===== src/rtl/ssd1306_spi_receiver.sv =====
// ssd1306_spi_receiver: passive SSD1306 4-wire SPI decoder rebuilding the GDDRAM write stream
module ssd1306_spi_receiver #(
  parameter int SYNC_STAGES = 2,
  parameter int COL_MAX     = 127,
  parameter int PAGE_MAX    = 7
) (
  input  logic       clk,
  input  logic       resetn,
  input  logic       ioSclk,
  input  logic       ioSdin,
  input  logic       ioCs,
  input  logic       ioDc,
  output logic [7:0] rx_byte,
  output logic       rx_dc,
  output logic       rx_valid,
  output logic [9:0] pix_addr,
  output logic [7:0] pix_data,
  output logic       pix_we,
  output logic       frame_done
);
  typedef enum logic [2:0] {IDLE, COL_A, COL_B, PAGE_A, PAGE_B, SKIP1} state_t;
  state_t state_q, state_d;
  logic [SYNC_STAGES-1:0] sclk_q, sclk_d, sdin_q, sdin_d, cs_q, cs_d, dc_q, dc_d;
  logic sclk_dly_q, sclk_dly_d;
  logic sclk_s, sdin_s, cs_s, dc_s, rise;
  logic [7:0] shreg_q, shreg_d;
  logic [2:0] bit_cnt_q, bit_cnt_d;
  logic done_q, done_d, dc_lat_q, dc_lat_d;
  logic [6:0] col_q, col_d, col_start_q, col_start_d, col_end_q, col_end_d;
  logic [2:0] page_q, page_d, page_start_q, page_start_d, page_end_q, page_end_d;
  logic [7:0] rx_byte_q, rx_byte_d, pix_data_q, pix_data_d;
  logic [9:0] pix_addr_q, pix_addr_d;
  logic rx_dc_q, rx_dc_d, rx_valid_q, rx_valid_d, pix_we_q, pix_we_d, frame_done_q, frame_done_d;
  assign sclk_s = sclk_q[SYNC_STAGES-1];
  assign sdin_s = sdin_q[SYNC_STAGES-1];
  assign cs_s   = cs_q[SYNC_STAGES-1];
  assign dc_s   = dc_q[SYNC_STAGES-1];
  assign rise   = sclk_s & ~sclk_dly_q;
  // Synchronize the bus, shift bits in, then decode each completed byte one cycle later
  always_comb begin
    sclk_d       = {sclk_q[SYNC_STAGES-2:0], ioSclk};
    sdin_d       = {sdin_q[SYNC_STAGES-2:0], ioSdin};
    cs_d         = {cs_q[SYNC_STAGES-2:0], ioCs};
    dc_d         = {dc_q[SYNC_STAGES-2:0], ioDc};
    sclk_dly_d   = sclk_s;
    shreg_d      = shreg_q;
    bit_cnt_d    = bit_cnt_q;
    done_d       = 1'b0;
    dc_lat_d     = dc_lat_q;
    state_d      = state_q;
    col_d        = col_q;
    col_start_d  = col_start_q;
    col_end_d    = col_end_q;
    page_d       = page_q;
    page_start_d = page_start_q;
    page_end_d   = page_end_q;
    rx_byte_d    = rx_byte_q;
    rx_dc_d      = rx_dc_q;
    rx_valid_d   = 1'b0;
    pix_addr_d   = pix_addr_q;
    pix_data_d   = pix_data_q;
    pix_we_d     = 1'b0;
    frame_done_d = 1'b0;
    if (rise && !cs_s) begin
      shreg_d   = {shreg_q[6:0], sdin_s};
      bit_cnt_d = bit_cnt_q + 3'd1;
      done_d    = bit_cnt_q == 3'd7;
      dc_lat_d  = bit_cnt_q == 3'd7 ? dc_s : dc_lat_q;
    end
    if (cs_s) bit_cnt_d = 3'd0;
    if (done_q) begin
      rx_byte_d  = shreg_q;
      rx_dc_d    = dc_lat_q;
      rx_valid_d = 1'b1;
      if (dc_lat_q) begin
        pix_we_d     = 1'b1;
        pix_data_d   = shreg_q;
        pix_addr_d   = {page_q, col_q};
        frame_done_d = col_q == col_end_q && page_q == page_end_q;
        col_d        = col_q == col_end_q ? col_start_q : col_q + 7'd1;
        page_d       = col_q != col_end_q ? page_q : page_q == page_end_q ? page_start_q : page_q + 3'd1;
      end else begin
        case (state_q)
          IDLE:    state_d = shreg_q == 8'h21 ? COL_A : shreg_q == 8'h22 ? PAGE_A :
                             shreg_q inside {8'h20, 8'h81, 8'h8D, 8'hA8, 8'hD3, 8'hD5, 8'hD9, 8'hDA, 8'hDB} ? SKIP1 : IDLE;
          COL_A:   begin col_start_d = shreg_q[6:0]; col_d = shreg_q[6:0]; state_d = COL_B; end
          COL_B:   begin col_end_d = shreg_q[6:0]; state_d = IDLE; end
          PAGE_A:  begin page_start_d = shreg_q[2:0]; page_d = shreg_q[2:0]; state_d = PAGE_B; end
          PAGE_B:  begin page_end_d = shreg_q[2:0]; state_d = IDLE; end
          default: state_d = IDLE;
        endcase
      end
    end
  end
  // State register with synchronous active-low reset
  always_ff @(posedge clk) begin
    if (!resetn) begin
      sclk_q       <= '0;
      sdin_q       <= '0;
      cs_q         <= '1;
      dc_q         <= '0;
      sclk_dly_q   <= 1'b0;
      shreg_q      <= '0;
      bit_cnt_q    <= '0;
      done_q       <= 1'b0;
      dc_lat_q     <= 1'b0;
      state_q      <= IDLE;
      col_q        <= '0;
      col_start_q  <= '0;
      col_end_q    <= 7'(COL_MAX);
      page_q       <= '0;
      page_start_q <= '0;
      page_end_q   <= 3'(PAGE_MAX);
      rx_byte_q    <= '0;
      rx_dc_q      <= 1'b0;
      rx_valid_q   <= 1'b0;
      pix_addr_q   <= '0;
      pix_data_q   <= '0;
      pix_we_q     <= 1'b0;
      frame_done_q <= 1'b0;
    end else begin
      sclk_q       <= sclk_d;
      sdin_q       <= sdin_d;
      cs_q         <= cs_d;
      dc_q         <= dc_d;
      sclk_dly_q   <= sclk_dly_d;
      shreg_q      <= shreg_d;
      bit_cnt_q    <= bit_cnt_d;
      done_q       <= done_d;
      dc_lat_q     <= dc_lat_d;
      state_q      <= state_d;
      col_q        <= col_d;
      col_start_q  <= col_start_d;
      col_end_q    <= col_end_d;
      page_q       <= page_d;
      page_start_q <= page_start_d;
      page_end_q   <= page_end_d;
      rx_byte_q    <= rx_byte_d;
      rx_dc_q      <= rx_dc_d;
      rx_valid_q   <= rx_valid_d;
      pix_addr_q   <= pix_addr_d;
      pix_data_q   <= pix_data_d;
      pix_we_q     <= pix_we_d;
      frame_done_q <= frame_done_d;
    end
  end
  assign rx_byte    = rx_byte_q;
  assign rx_dc      = rx_dc_q;
  assign rx_valid   = rx_valid_q;
  assign pix_addr   = pix_addr_q;
  assign pix_data   = pix_data_q;
  assign pix_we     = pix_we_q;
  assign frame_done = frame_done_q;
endmodule

===== config.mk =====
export PLATFORM = sky130hd
export DESIGN_NAME = ssd1306_spi_receiver
export DESIGN_NICKNAME = d
export VERILOG_FILES = /design/src/rtl/ssd1306_spi_receiver.sv
export SDC_FILE = /design/constraint.sdc
export NUM_CORES = 1
export LEC_CHECK = 0
export ABC_AREA = 1
export CORE_UTILIZATION = 42
export CTS_CLUSTER_DIAMETER = 150
export DETAILED_ROUTE_END_ITERATION = 7
export GPL_ROUTABILITY_DRIVEN = 1
export SETUP_SLACK_MARGIN = 0.15
export SYNTH_ARGS = -nofsm -noshare
export SYNTH_HDL_FRONTEND = slang
export SYNTH_SLANG_ARGS = --single-unit

===== constraint.sdc =====
create_clock -name clk -period 1.3 [get_ports clk]
set_input_delay 0.39 -clock clk [delete_from_list [all_inputs] [get_ports clk]]
set_output_delay 0.39 -clock clk [all_outputs]
set_load 0.03 [all_outputs]

* Word-level counts from Yosys, hierarchy flattened *
Index checks and enable logic that the tools add are counted.

storage, ports and cells
  input bits = 6
  output and inout bits = 30
  word-level logic and storage cells = 83
  flip-flop bits (word level) = 85

operators by class
  reductions and logical operators = 20
  eq/ne operators = 20
  mux-type cells = 13
  add/subtract/negate cells = 3
  bitwise logic cells = 4

operators by type and width
  cell                   number
  $eq A8 B8 Y1 const B   8
  $eq A8 B6 Y1 const B   3
  $mux W3                7
  $mux W7                3
  $reduce_and A3 Y1      6
  $reduce_and A2 Y1      6
  $pmux W3 S3            1
  $reduce_bool A9 Y1     1
  $add A7 B1 Y7 const B  1
  $eq A7 B7 Y1           1
  $ne A7 B7 Y1           1
  $add A3 B1 Y3 const B  2
  $eq A3 B2 Y1 const B   2
  $eq A3 B3 Y1 const B   2
  $reduce_bool A2 Y1     2
  $eq A3 B1 Y1 const B   1
  $eq A3 B3 Y1           1
  $logic_not A3 Y1       1
  $not A1 Y1             3
  $logic_and A1 B1 Y1    2
  $mux W1                2
  $ne A2 B2 Y1 const B   1
  $reduce_or A2 Y1       1
  $and A1 B1 Y1          1
  $logic_not A1 Y1       1

* Logic depth before layout (Yosys ltp) *
  depth after elaboration = 6
  depth in mapped cells = 10
  depth with buffers taken out = 10

* Worst setup path before layout *
OpenSTA, ideal clock, no wires.

  path kind = input -> register
  start point = input resetn
  end point = register cs_q[0]
  data required time = 1.177 ns
  data arrival time = 1.154 ns
  setup time = 0.123 ns
  buffers on the path = 2
  stages = 4
  path slack = 0.023 ns
  cell sequence = clkbuf_1 > inv_1 > clkbuf_1 > or2_2

RTL lines
  what                    line  text
  start: declaration      8     input logic resetn,
  end signal: assignment  124   cs_q <= cs_d;
  end: declaration        23    logic [SYNC_STAGES-1:0] sclk_q, sclk_d, sdin_q, sdin_d, cs_q, cs_d, dc_q, dc_d;

No word-level cell between the ends.

* Final worst setup path *
  start point = register state_q[2]
  end point = register col_q[2]

between the ends
  cells in the longest elaborated chain, start to end = 3

ends and longest elaborated chain
  what                                 line  text
  start: declaration                   22    state_t state_q, state_d;
  start signal: assignment             131   state_q <= state_d;
  $eq A3 B1 Y1                         83    case (state_q)
  $reduce_bool A2 Y1 (no source line)  n/a
  $reduce_and A2 Y1 (no source line)   n/a
  end signal: assignment               132   col_q <= col_d;
  end: declaration                     29    logic [6:0] col_q, col_d, col_start_q, col_start_d, col_end_q, col_end_d;

Every way passes these cells.
A chain may end at the register's enable or synchronous reset.

==> impl_metrics.py <==
metrics = {
    "place": {
        "gp_congestion": 0.866,
        "dp_cells": 679,
        "port_buffers": 35,
        "placed_area_um2": 4520,
        "dpl.hpwl_um": 6650,
        "place_ws_ns": -0.0998,
    },
    "sta": {
        "drv_slew": 0,
        "finalHoldViolCount": 0,
        "fmax_ghz": 0.749,
        "period_minus_slack_ns": 1.34,
        "setup_violations": 10,
        "fin_setup_tns_ns": -0.178,
        "finalWorstSetupSlack_ns": -0.0351,
        "rsz0062_at_grt": "true",
        "worst_pin_slew_ns": 0.291,
        "finalHoldWorstSlack_ns": 0.424,
        "finClkSkew_ns": 0.00919,
        "finalCritPeriodShare": 1.03,
        "relSlewSlack": 0.805,
    },
    "cells_and_area": {
        "n_fill_cell": 710,
        "stdcell_count": 719,
        "final_common_cell": "nand2_1",
        "final_cell_mix": "nand2_1, buf_4, inv_1, a21oi_1, dfxtp_2",
        "synthToLayoutAreaGrowth_pct": 51.9,
        "num-nets-final": 619,
        "drive_above_1_share": 0.466,
        "n_antenna_cell": 0,
        "layout.area.seq_um2": 1790,
        "fin_util": 0.668,
        "multi_input_area_um2": 2020,
        "final_area_um2": 5570,
    },
    "clock_network": {
        "cts_buffer_depth": 2,
        "clk_pin_slew_ns": 0.08,
        "cts_buffers": 9,
        "cts-root-buf": "clkbuf_8",
        "cts_hold_buf": 0,
        "cts_num_sinks": 85,
        "cts_tree": "built",
        "htree_levels": 3,
        "clock_latency_ns": 0.36,
    },
    "logic_synthesis": {
        "synthDistinctLibCells": 29,
        "yosysWarnings": 0,
        "yosysTopAreaCell": "dfxtp_1",
        "syn_nets": 514,
        "synthCells": 504,
        "yosysSeqAreaShare": 0.464,
        "post-synth-top-area-fraction": 0.464,
        "netlist_area_um2": 3670,
        "yosys-top-cells-area": "dfxtp_1, nand2_1, a21oi_1, o21ai_0, inv_1",
        "syn_area_per_cell_um2": 7.27,
        "yosys_register_bits": 85,
    },
    "routing": {
        "finalWirelength_um": 10500,
        "wire_per_inst_um": 14.6,
        "wl_met1_um": 4620,
        "top_layer_used": "met4",
        "drt-vias-per-instance": 5.04,
        "ant_nets": 0,
        "via_count": 3623,
        "drt_iter0_markers": 158,
        "wl_met2_um": 5400,
        "drc": 0,
        "wl_met3_um": 286,
        "firstDrtPassIters": 4,
    },
    "global_route": {
        "grt_pass1_vias": 3347,
        "grt_use_total": 0.233,
        "grt_start_max_net_pins": 64,
        "grt_pass1_wl_um": 16000,
        "overflow": 0,
        "antenna_found_initial": 0,
    },
    "power": {
        "p_total_mw": 4.70,
        "ir_worst_vdd_v": 0.000727,
        "p_leak_nw": 2.50,
        "p_per_area_nw_per_um2": 845,
    },
    "worst_setup_path": {
        "required_ns": 1.55,
        "crit_fanout": 8,
        "cp.arrival_ns": 1.58,
        "critPathKind": "reg -> reg",
        "worst_setup_path_end_kind": "flip-flop",
        "start_kind": "flip-flop",
    },
    "floorplanning": {
        "rows": 33,
        "die_area_um2": 9110,
        "io_pins": 36,
        "die_h_um": 95.4,
        "die_w_um": 95.4,
        "start_util": 0.440,
        "coreArea_um2": 8340,
    },
    "run": {
        "max_cap_viol_count": 0,
    },
    "outcome": {
        "status": "finished with violations",
        "violations": "setup timing",
    },
    "hold_path": {
        "holdCritPathClass": "reg -> reg",
    },
}
-- synth_stat cells, drive strengths merged --
master and instances:
clkbuf 15, nor3 10, nand4 7, xor2 5, dfxtp 85, a31oi 1
nand2 92, clkinv 1, nor4 1, ha 4, nor2 51, or2 2
o21ai 60, a21oi 58, o211ai 3, a211oi 1, nand3 31, xnor2 5
inv 66, buf 6
-- cells by family after synthesis --
logic type               synth area share
flip-flops                          0.464
adder cells (fa/ha/maj)            0.0137
XOR/XNOR                           0.0239
AND/OR/NAND/NOR                     0.231
buffers and inverters              0.0935
AO/OA/AOI/OAI                       0.173
-- sequential cells by signal (all words and copies together) (netlist names), 2 cells and up --
signal / flops
dc_q: 2
bit_cnt_q: 3
col_start_q: 7
sclk_q: 2
shreg_q: 8
rx_byte: 8
pix_addr: 10
pix_data: 8
state_q: 3
col_end_q: 7
page_end_q: 3
sdin_q: 2
page_q: 3
col_q: 7
page_start_q: 3
cs_q: 2
-- cell type report --
| cell class | instances | area share |
|---|---|---|
| well taps | 105 | 0.0236 |
| flip-flops and latches | 85 | 0.322 |
| clock inverters | 5 | 0.0106 |
| inverters | 67 | 0.0497 |
| multi-input cells | 331 | 0.362 |
| repair buffers | 115 | 0.205 |
| clock buffers | 11 | 0.0272 |
-- power by group --
group | internal, mW | switching (mW) | leakage, nW
Combinational | 0.0596 | 0.0856 | 1.69
Clock | 0.993 | 0.961 | 0.102
Sequential | 2.60 | 0.00914 | 0.713
Total | 3.65 | 1.06 | 2.50
-- metal layers --
metal / track usage / vias up
li1: - / 1848
met1: 0.276 / 1705
met2: 0.413 / 55
met3: 0.0502 / 15
met4: 0.0858 / 0
met5: 0 / -
-- critical path, cell delays in order, from the launching register on --
cell and delay (ns):
dfxtp_4 0.38, nor3_4 0.21, inv_2 0.10, o21ai_4 0.27
inv_2 0.10, nor2_2 0.10, a21oi_1 0.07
-- final timing paths --
check	start	end	slack, ns	depth (start not counted)
max	state_q[2]	col_q[2]	-0.04	6
min	sclk_q[0]	sclk_q[1]	0.42	2
max reg2reg	state_q[2]	col_q[2]	-0.04	6
min reg2reg	sclk_q[0]	sclk_q[1]	0.42	2
-- repair_timing --
item	CTS	global route
gates resized for setup	150	66
pin swaps	18	35
buffers inserted	14	8
endpoints found under the setup margin	77	79
gates cloned	1	1
Note: power is estimated with default switching activity, not from simulation.
